`src/rtl/ram_burst_ctrl.sv`:
```
// Burst controller for a single-port synchronous RAM with 1-cycle read latency.
// Streams write beats into the RAM and read words out through a 2-entry skid buffer.
module ram_burst_ctrl #(
    parameter int unsigned Data_width = 32,
    parameter int unsigned Addr_width = 7,
    parameter int unsigned Len_width  = 8
) (
    input  logic                  clk,
    input  logic                  reset,
    input  logic                  cmd_valid,
    output logic                  cmd_ready,
    input  logic                  cmd_write,
    input  logic [Addr_width-1:0] cmd_addr,
    input  logic [Len_width-1:0]  cmd_len,
    input  logic                  wr_valid,
    output logic                  wr_ready,
    input  logic [Data_width-1:0] wr_data,
    output logic                  rd_valid,
    input  logic                  rd_ready,
    output logic [Data_width-1:0] rd_data,
    output logic                  done,
    output logic                  ram_we,
    output logic [Addr_width-1:0] ram_address,
    output logic [Data_width-1:0] ram_d,
    input  logic [Data_width-1:0] ram_q
);

    typedef enum logic [1:0] {
        IDLE  = 2'd0,
        WRITE = 2'd1,
        READ  = 2'd2,
        DONE  = 2'd3
    } state_e;

    state_e                 state_q, state_d;
    logic [Addr_width-1:0]  addr_q, addr_d;
    logic [Len_width-1:0]   issue_left_q, issue_left_d;
    logic [Len_width-1:0]   deliver_left_q, deliver_left_d;
    logic                   inflight_q, inflight_d;
    logic [Data_width-1:0]  buf_q [2];
    logic                   wptr_q, rptr_q;
    logic [1:0]             count_q;

    logic                   issue_c;
    logic                   push_c;
    logic                   pop_c;
    logic [2:0]             occupancy_c;

    // Next-state, address/length bookkeeping and read issue decision
    always_comb begin
        state_d        = state_q;
        addr_d         = addr_q;
        issue_left_d   = issue_left_q;
        deliver_left_d = deliver_left_q;
        inflight_d     = 1'b0;
        issue_c        = 1'b0;
        push_c         = inflight_q;
        pop_c          = (count_q != 2'd0) && rd_ready;
        // Words that will occupy the buffer next cycle if nothing new is issued
        occupancy_c    = 3'(inflight_q) + 3'(count_q) - 3'(pop_c);

        case (state_q)
            IDLE: begin
                if (cmd_valid) begin
                    addr_d         = cmd_addr;
                    issue_left_d   = cmd_len;
                    deliver_left_d = cmd_len;
                    if (cmd_len == '0) begin
                        state_d = DONE;
                    end else begin
                        state_d = cmd_write ? WRITE : READ;
                    end
                end
            end
            WRITE: begin
                if (wr_valid) begin
                    addr_d       = addr_q + Addr_width'(1);
                    issue_left_d = issue_left_q - Len_width'(1);
                    if (issue_left_q == Len_width'(1)) begin
                        state_d = DONE;
                    end
                end
            end
            READ: begin
                issue_c = (issue_left_q != '0) && (occupancy_c < 3'd2);
                if (issue_c) begin
                    addr_d       = addr_q + Addr_width'(1);
                    issue_left_d = issue_left_q - Len_width'(1);
                end
                if (pop_c) begin
                    deliver_left_d = deliver_left_q - Len_width'(1);
                    if (deliver_left_q == Len_width'(1)) begin
                        state_d = DONE;
                    end
                end
            end
            DONE: begin
                state_d = IDLE;
            end
            default: begin
                state_d = IDLE;
            end
        endcase

        inflight_d = issue_c;
    end

    always_ff @(posedge clk or posedge reset) begin
        if (reset) begin
            state_q        <= IDLE;
            addr_q         <= '0;
            issue_left_q   <= '0;
            deliver_left_q <= '0;
            inflight_q     <= 1'b0;
            wptr_q         <= 1'b0;
            rptr_q         <= 1'b0;
            count_q        <= 2'd0;
            for (int i = 0; i < 2; i++) begin
                buf_q[i] <= '0;
            end
        end else begin
            state_q        <= state_d;
            addr_q         <= addr_d;
            issue_left_q   <= issue_left_d;
            deliver_left_q <= deliver_left_d;
            inflight_q     <= inflight_d;
            // RAM output is valid the cycle after its address was issued
            if (push_c) begin
                buf_q[wptr_q] <= ram_q;
                wptr_q        <= ~wptr_q;
            end
            if (pop_c) begin
                rptr_q <= ~rptr_q;
            end
            count_q <= 2'(count_q + 2'(push_c) - 2'(pop_c));
        end
    end

    assign cmd_ready   = (state_q == IDLE);
    assign wr_ready    = (state_q == WRITE);
    assign ram_we      = (state_q == WRITE) && wr_valid;
    assign ram_d       = (state_q == WRITE) ? wr_data : '0;
    assign ram_address = addr_q;
    assign rd_valid    = (count_q != 2'd0);
    assign rd_data     = buf_q[rptr_q];
    assign done        = (state_q == DONE);

endmodule

```
`config.mk`:
```
export PLATFORM = sky130hd
export DESIGN_NAME = ram_burst_ctrl
export DESIGN_NICKNAME = d
export VERILOG_FILES = /design/src/rtl/ram_burst_ctrl.sv
export SDC_FILE = /design/constraint.sdc
export NUM_CORES = 1
export LEC_CHECK = 0
export CAP_MARGIN = 20
export CORE_MARGIN = 2
export CORE_UTILIZATION = 40
export DETAILED_ROUTE_END_ITERATION = 6
export PLACE_DENSITY_LB_ADDON = 0.12
export SYNTH_ARGS = -nofsm -noshare
export SYNTH_HDL_FRONTEND = slang
export SYNTH_SLANG_ARGS = --single-unit
export TNS_END_PERCENT = 30
```
`constraint.sdc`:
```
create_clock -name clk -period 8.1 [get_ports clk]
set_clock_uncertainty 0.2 [all_clocks]
set_input_delay 1.62 -clock clk [delete_from_list [all_inputs] [get_ports clk]]
set_output_delay 1.62 -clock clk [all_outputs]
set_load 0.01 [all_outputs]
```
Word-level counts from Yosys, hierarchy flattened
Index checks and enable logic that the tools add are counted.
Word-level totals
  input bits: 85
  logic and storage cells: 75
  bits in registers: 94
  output and inout bits: 76
Cells by class
  add/sub/neg operators: 7
  mux-type cells: 26
  equal/unequal tests: 11
  reductions and logical operators: 13
  $lt $le $gt $ge: 4
  bitwise gates (word level): 4
Operators with widths (count)
  2-to-1 mux 32 bit: 5
  bitwise mux 64 bit: 1
  demux 32 bit (select 1 bit): 1
  2-to-1 mux 8 bit: 4
  case mux 8 bit (3 select lines): 1
  2-to-1 mux 7 bit: 3
  case mux 7 bit (3 select lines): 1
  == test 8 x 1 -> 1 bit, second input constant: 2
  case mux 8 bit (2 select lines): 1
  subtractor 8 x 1 -> 8 bit, second input constant: 2
  2-to-1 mux 2 bit: 7
  != test 2 bit, second input constant: 5
  zero test 8 bit: 1
  case mux 2 bit (4 select lines): 1
  nonzero test 8 bit: 1
  adder 7 x 1 -> 7 bit, second input constant: 1
  AND reduction 5 bit: 1
  == test 2 bit, second input constant: 2
  >= comparator 2 bit, second input constant: 2
  logical AND 1 bit: 4
  inverter 1 -> 2 bit: 2
  AND reduction 4 bit: 1
  nonzero test 2 bit: 2
  adder 1 x 2 -> 3 bit: 1
  12 further kinds: 13

Longest topological paths before layout
  depth in word-level cells: 7
  depth in mapped cells: 11
  depth with buffers taken out: 10

Worst setup path after synthesis
Ideal clock, no wire load.
  path kind: input to register
  from: input rd_ready
  to: register addr_q[6], in the netlist ram_address[6]
  data arrival time: 3.508 ns
  stages: 9
  required time: 7.774 ns
  setup slack: 4.266 ns
  buffers on the path: 1
  setup time: 0.126 ns
  cells stage by stage: nand3_1 o21ai_0 ha_1 fa_1 xnor2_1 a2111oi_4 o21bai_2 buf_6 a221o_1
On the way
  cells in the longest elaborated chain, start to end: 6
RTL lines
  start: declaration: RTL line 19  | input logic rd_ready,
  logical AND 1 bit: RTL line 58  | pop_c = (count_q != 2'd0) && rd_ready;
  subtractor 3 x 1 -> 3 bit: RTL line 60  | occupancy_c = 3'(inflight_q) + 3'(count_q) - 3'(pop_c);
  < comparator 3 x 2 -> 1 bit: RTL line 85  | issue_c = (issue_left_q != '0) && (occupancy_c < 3'd2);
  logical AND 1 bit: RTL line 85
  != test 2 bit (no source line)
  AND reduction 4 bit (no source line)
  end signal: assignment: RTL line 123  | addr_q <= addr_d;
  end: declaration: RTL line 36  | logic [Addr_width-1:0] addr_q, addr_d;
Every way passes these cells.
A chain may end at the register's enable or synchronous reset.

Final worst setup path
  from: input wr_valid
  to: output ram_we
On the way
  cells in the longest elaborated chain, start to end: 1
RTL lines
  start: declaration: RTL line 15  | input logic wr_valid,
  logical AND 1 bit: RTL line 141  | assign ram_we = (state_q == WRITE) && wr_valid;
  end: declaration: RTL line 22  | output logic ram_we,
Every way passes these cells.

==> run summary <==
Placement
• detailed placement HPWL: 8.16 mm
• gpl congestion: 0.806
• instance count after placement with tap cells included: 718
• IO Port Bufs: 160

Clocking
• clock latency on the worst-skew pair: 0.34 ns
• clock sink count: 94
• clock tree from TritonCTS: built
• hold buffer count at cts: 0
• number of buffers inserted during clock tree synthesis: 9
• PostCTS Resize Cnt: 0
• cell chosen for the clock root: clkbuf_16
• clock slew at the register clock pins of the worst setup and hold paths: 0.06 ns
• deepest level of the CTS H-tree: 3
• clk buf depth: 2
• number of setup buffers added after CTS: 0

Timing
• RSZ-0062 raised after global routing: false
• final number of setup-violating endpoints: 0
• total count of max-transition violations in the final report: 0
• top achievable clock speed: 216 MHz
• Worst Max-Slew Pin Slew: 1.02 ns
• Period Utilization, post-route: 0.570
• final critical-path required period: 4.62 ns
• relative slew slack: 0.319
• Final Hold Violating Endpoints: 0
• final total negative setup slack: 0 ns

Synth
• prevailing post-synth register cell: dfrtp_1
• Synth top area share: 0.480
• EDFF count, synth: 0
• warnings from Yosys: 0
• library cell with the largest summed area after synthesis: dfrtp_1
• number of distinct library cells after synthesis: 45
• number of nets produced by synthesis: 529
• flip-flop and latch count after synthesis: 94
• top cell types by occurrence after synthesis: 96 x mux2_2, 94 x dfrtp_1, 33 x and2_1
• dominant cell by count in the synthesized netlist: mux2_2
• post-synth design cell area: 0.00490 mm2
• FFs w/ async S/R, synth: 1.00
• most area-consuming cells after synthesis: dfrtp_1 48%, mux2_2 22%, and2_1 4.2%, ha_1 2.8%, o21ai_0 2.2%
• count of mapped cells out of synthesis: 432
• average size of a mapped cell: 11.3 um2
• Seq/Total Area, Yosys: 0.480

Pwr
• sequential group share of total power: 0.301
• largest voltage drop on the vdd net: 0.265 mV
• switching power: 1020 uW
• PD cells: 416 mW/mm2
• combinational share of power: 0.542
• Int Power: 1880 uW
• Static Leak: 0.00285 uW
• portion of total power attributed to the clock network: 0.156
• switching part of the total power: 0.352

Setup path
• critical path buffer and inverter count: 2
• data arrival time of the critical path: 2.80 ns
• CP dominant cell by count: clkdlybuf4s50_1
• worst-path cell with the longest stage delay: clkdlybuf4s50_1
• Setup crit end kind: primary output
• maximum fanout along the worst path: 3
• Critical Path Source Type: input port
• maximum single-stage delay on the critical path: 0.53 ns
• critical path cell sequence: clkdlybuf4s50_1 -> and2_1 -> clkdlybuf4s50_1
• endpoint required time on the critical path: 6.28 ns
• cell family contributing the most delay on the critical path: buffers and inverters
• type of the setup path with the least slack: in -> out

Global routing
• vias in the first global route: 3956
• global-route wire length before repair: 19.0 mm
• Overflow after GRT: 0
• pin count of the biggest net entering global routing: 51
• number of antenna violations at the first check in global routing: 0
• Total Routing Usage GR: 0.184

Die
• standard-cell row count: 40
• starting density of the core: 0.409
• Core Box Area: 0.0120 mm2
• Die Wd: 115 um
• Die ar.: 0.0131 mm2
• Top-Level Pins: 161
• y dimension of the die: 115 um

Layout
• proportion of layout cells with a drive suffix above 1: 0.203
• post-synthesis to final-layout area growth: 42.1%
• # fillers: 1061
• number of diodes: 0
• number of nets in the layout: 680
• post-route insts no fill: 734

Drt
• Post-route DRC: 0
• number of vias in the routed layout: 3843
• number of design-rule violations left by the first detailed-router iteration: 167
• Antenna Violating Nets Remaining: 0
• post-DR wirelength/cell: 15.9 um
• average vias per placed instance: 5.24
• Detailed Routing Iterations Pass 1: 4
• post-detailed-routing wire length: 11.7 mm

Flow run
• count of max-cap constraint violations: 0

Worst hold path
• class of the tightest hold or removal check: reg -> reg

Run status
• result of the run: finished clean

==> state kept, by name, indices dropped and copies added, names as in the netlist <==
name            count
issue_left_q        8
buf_q              64
ram_address         7
rptr_q              1
count_q             2
wptr_q              1
deliver_left_q      8
state_q             2
inflight_q          1
==> layer usage <==
metal | GRT usage | up-vias | wire length [um]
li1 | - | 1839 | -
met1 | 0.228 | 1894 | 5030
met2 | 0.317 | 98 | 5910
met3 | 0.0355 | 12 | 541
met4 | 0.0707 | 0 | 178
met5 | 0 | - | 0
==> through the flow <==
step | hold WS [ns] | cell area [um2] | power [uW] | util | setup WS, ns
finish | 0.301 | 6960 | 2900 | 0.582 | 3.48
global route | 0.319 | 6960 | 3110 | 0.582 | 3.44
CTS | 0.301 | 6930 | 2900 | 0.579 | 3.47
detailed placement | 0.281 | 6620 | 2430 | 0.553 | 3.40
global placement | 0.276 | 6620 | 2390 | 0.553 | 3.44
floorplan | 0.260 | 4900 | 1840 | - | 3.83
==> final cells by class <==
class                           count  area, um2  share of cell area
Clock buffer                       12        246              0.0354
Clock inverter                      3       68.8             0.00989
Inverter                           17       66.3             0.00953
Multi-Input combinational cell    297       2390               0.343
Sequential cell                    94       2350               0.338
Tap cell                          147        184              0.0264
Timing Repair Buffer              164       1650               0.237
==> logic make-up after synthesis <==
| group | Yosys count | synth area share |
|---|---|---|
| AND/OR/NAND/NOR | 110 | 0.120 |
| multiplexers | 99 | 0.227 |
| flip-flops | 94 | 0.480 |
| AO/OA/AOI/OAI | 73 | 0.102 |
| buffers and inverters | 41 | 0.0332 |
| adder cells (fa/ha/maj) | 12 | 0.0322 |
| XOR/XNOR | 3 | 0.00537 |
==> placed cells by master (no fill, tap or decap), types with 4 or more instances in the layout <==
cell             synthesis  layout
dfrtp_1                 94      94
a31oi_1                  4       4
nor2b_1                  5       4
clkdlybuf4s50_1          0     160
ha_1                    11      11
and2_1                  33      33
inv_1                   16      15
a21oi_1                 15      15
o22a_1                   4       4
o21ai_0                 22      22
a2bb2oi_1                8       8
mux2_2                  96      96
nor3_1                   4       4
nand2_1                 19      19
clkbuf_16                0       9
nor2_1                  19      19
nand3_1                 12      12
nor4_1                   6       6
==> final timing paths <==
| kind | slack [ns] | to | cells after the start | from |
|---|---|---|---|---|
| hold reg to reg | 0.30 | issue_left_q[7] | 1 | issue_left_q[7] |
| setup reg to reg | 4.84 | issue_left_q[7] | 7 | state_q[0] |
| hold / removal | 0.30 | issue_left_q[7] | 1 | issue_left_q[7] |
| min in group asynchronous | 1.49 | ram_address[2] | 2 | reset |
| setup / recovery | 3.48 | ram_we | 3 | wr_valid |
| max in group asynchronous | 5.13 | buf_q[18] | 3 | reset |
==> power by group through the flow <==
stage / combinational [uW] / sequential, uW / clock, uW
after global routing: 1720 / 910 / 486
final: 1570 / 872 / 453
after detailed placement: 1550 / 880 / 0
after CTS: 1560 / 874 / 468
after floorplan: 1010 / 836 / 0
after global placement: 1530 / 863 / 0
Note: power is estimated with default switching activity, not from simulation.
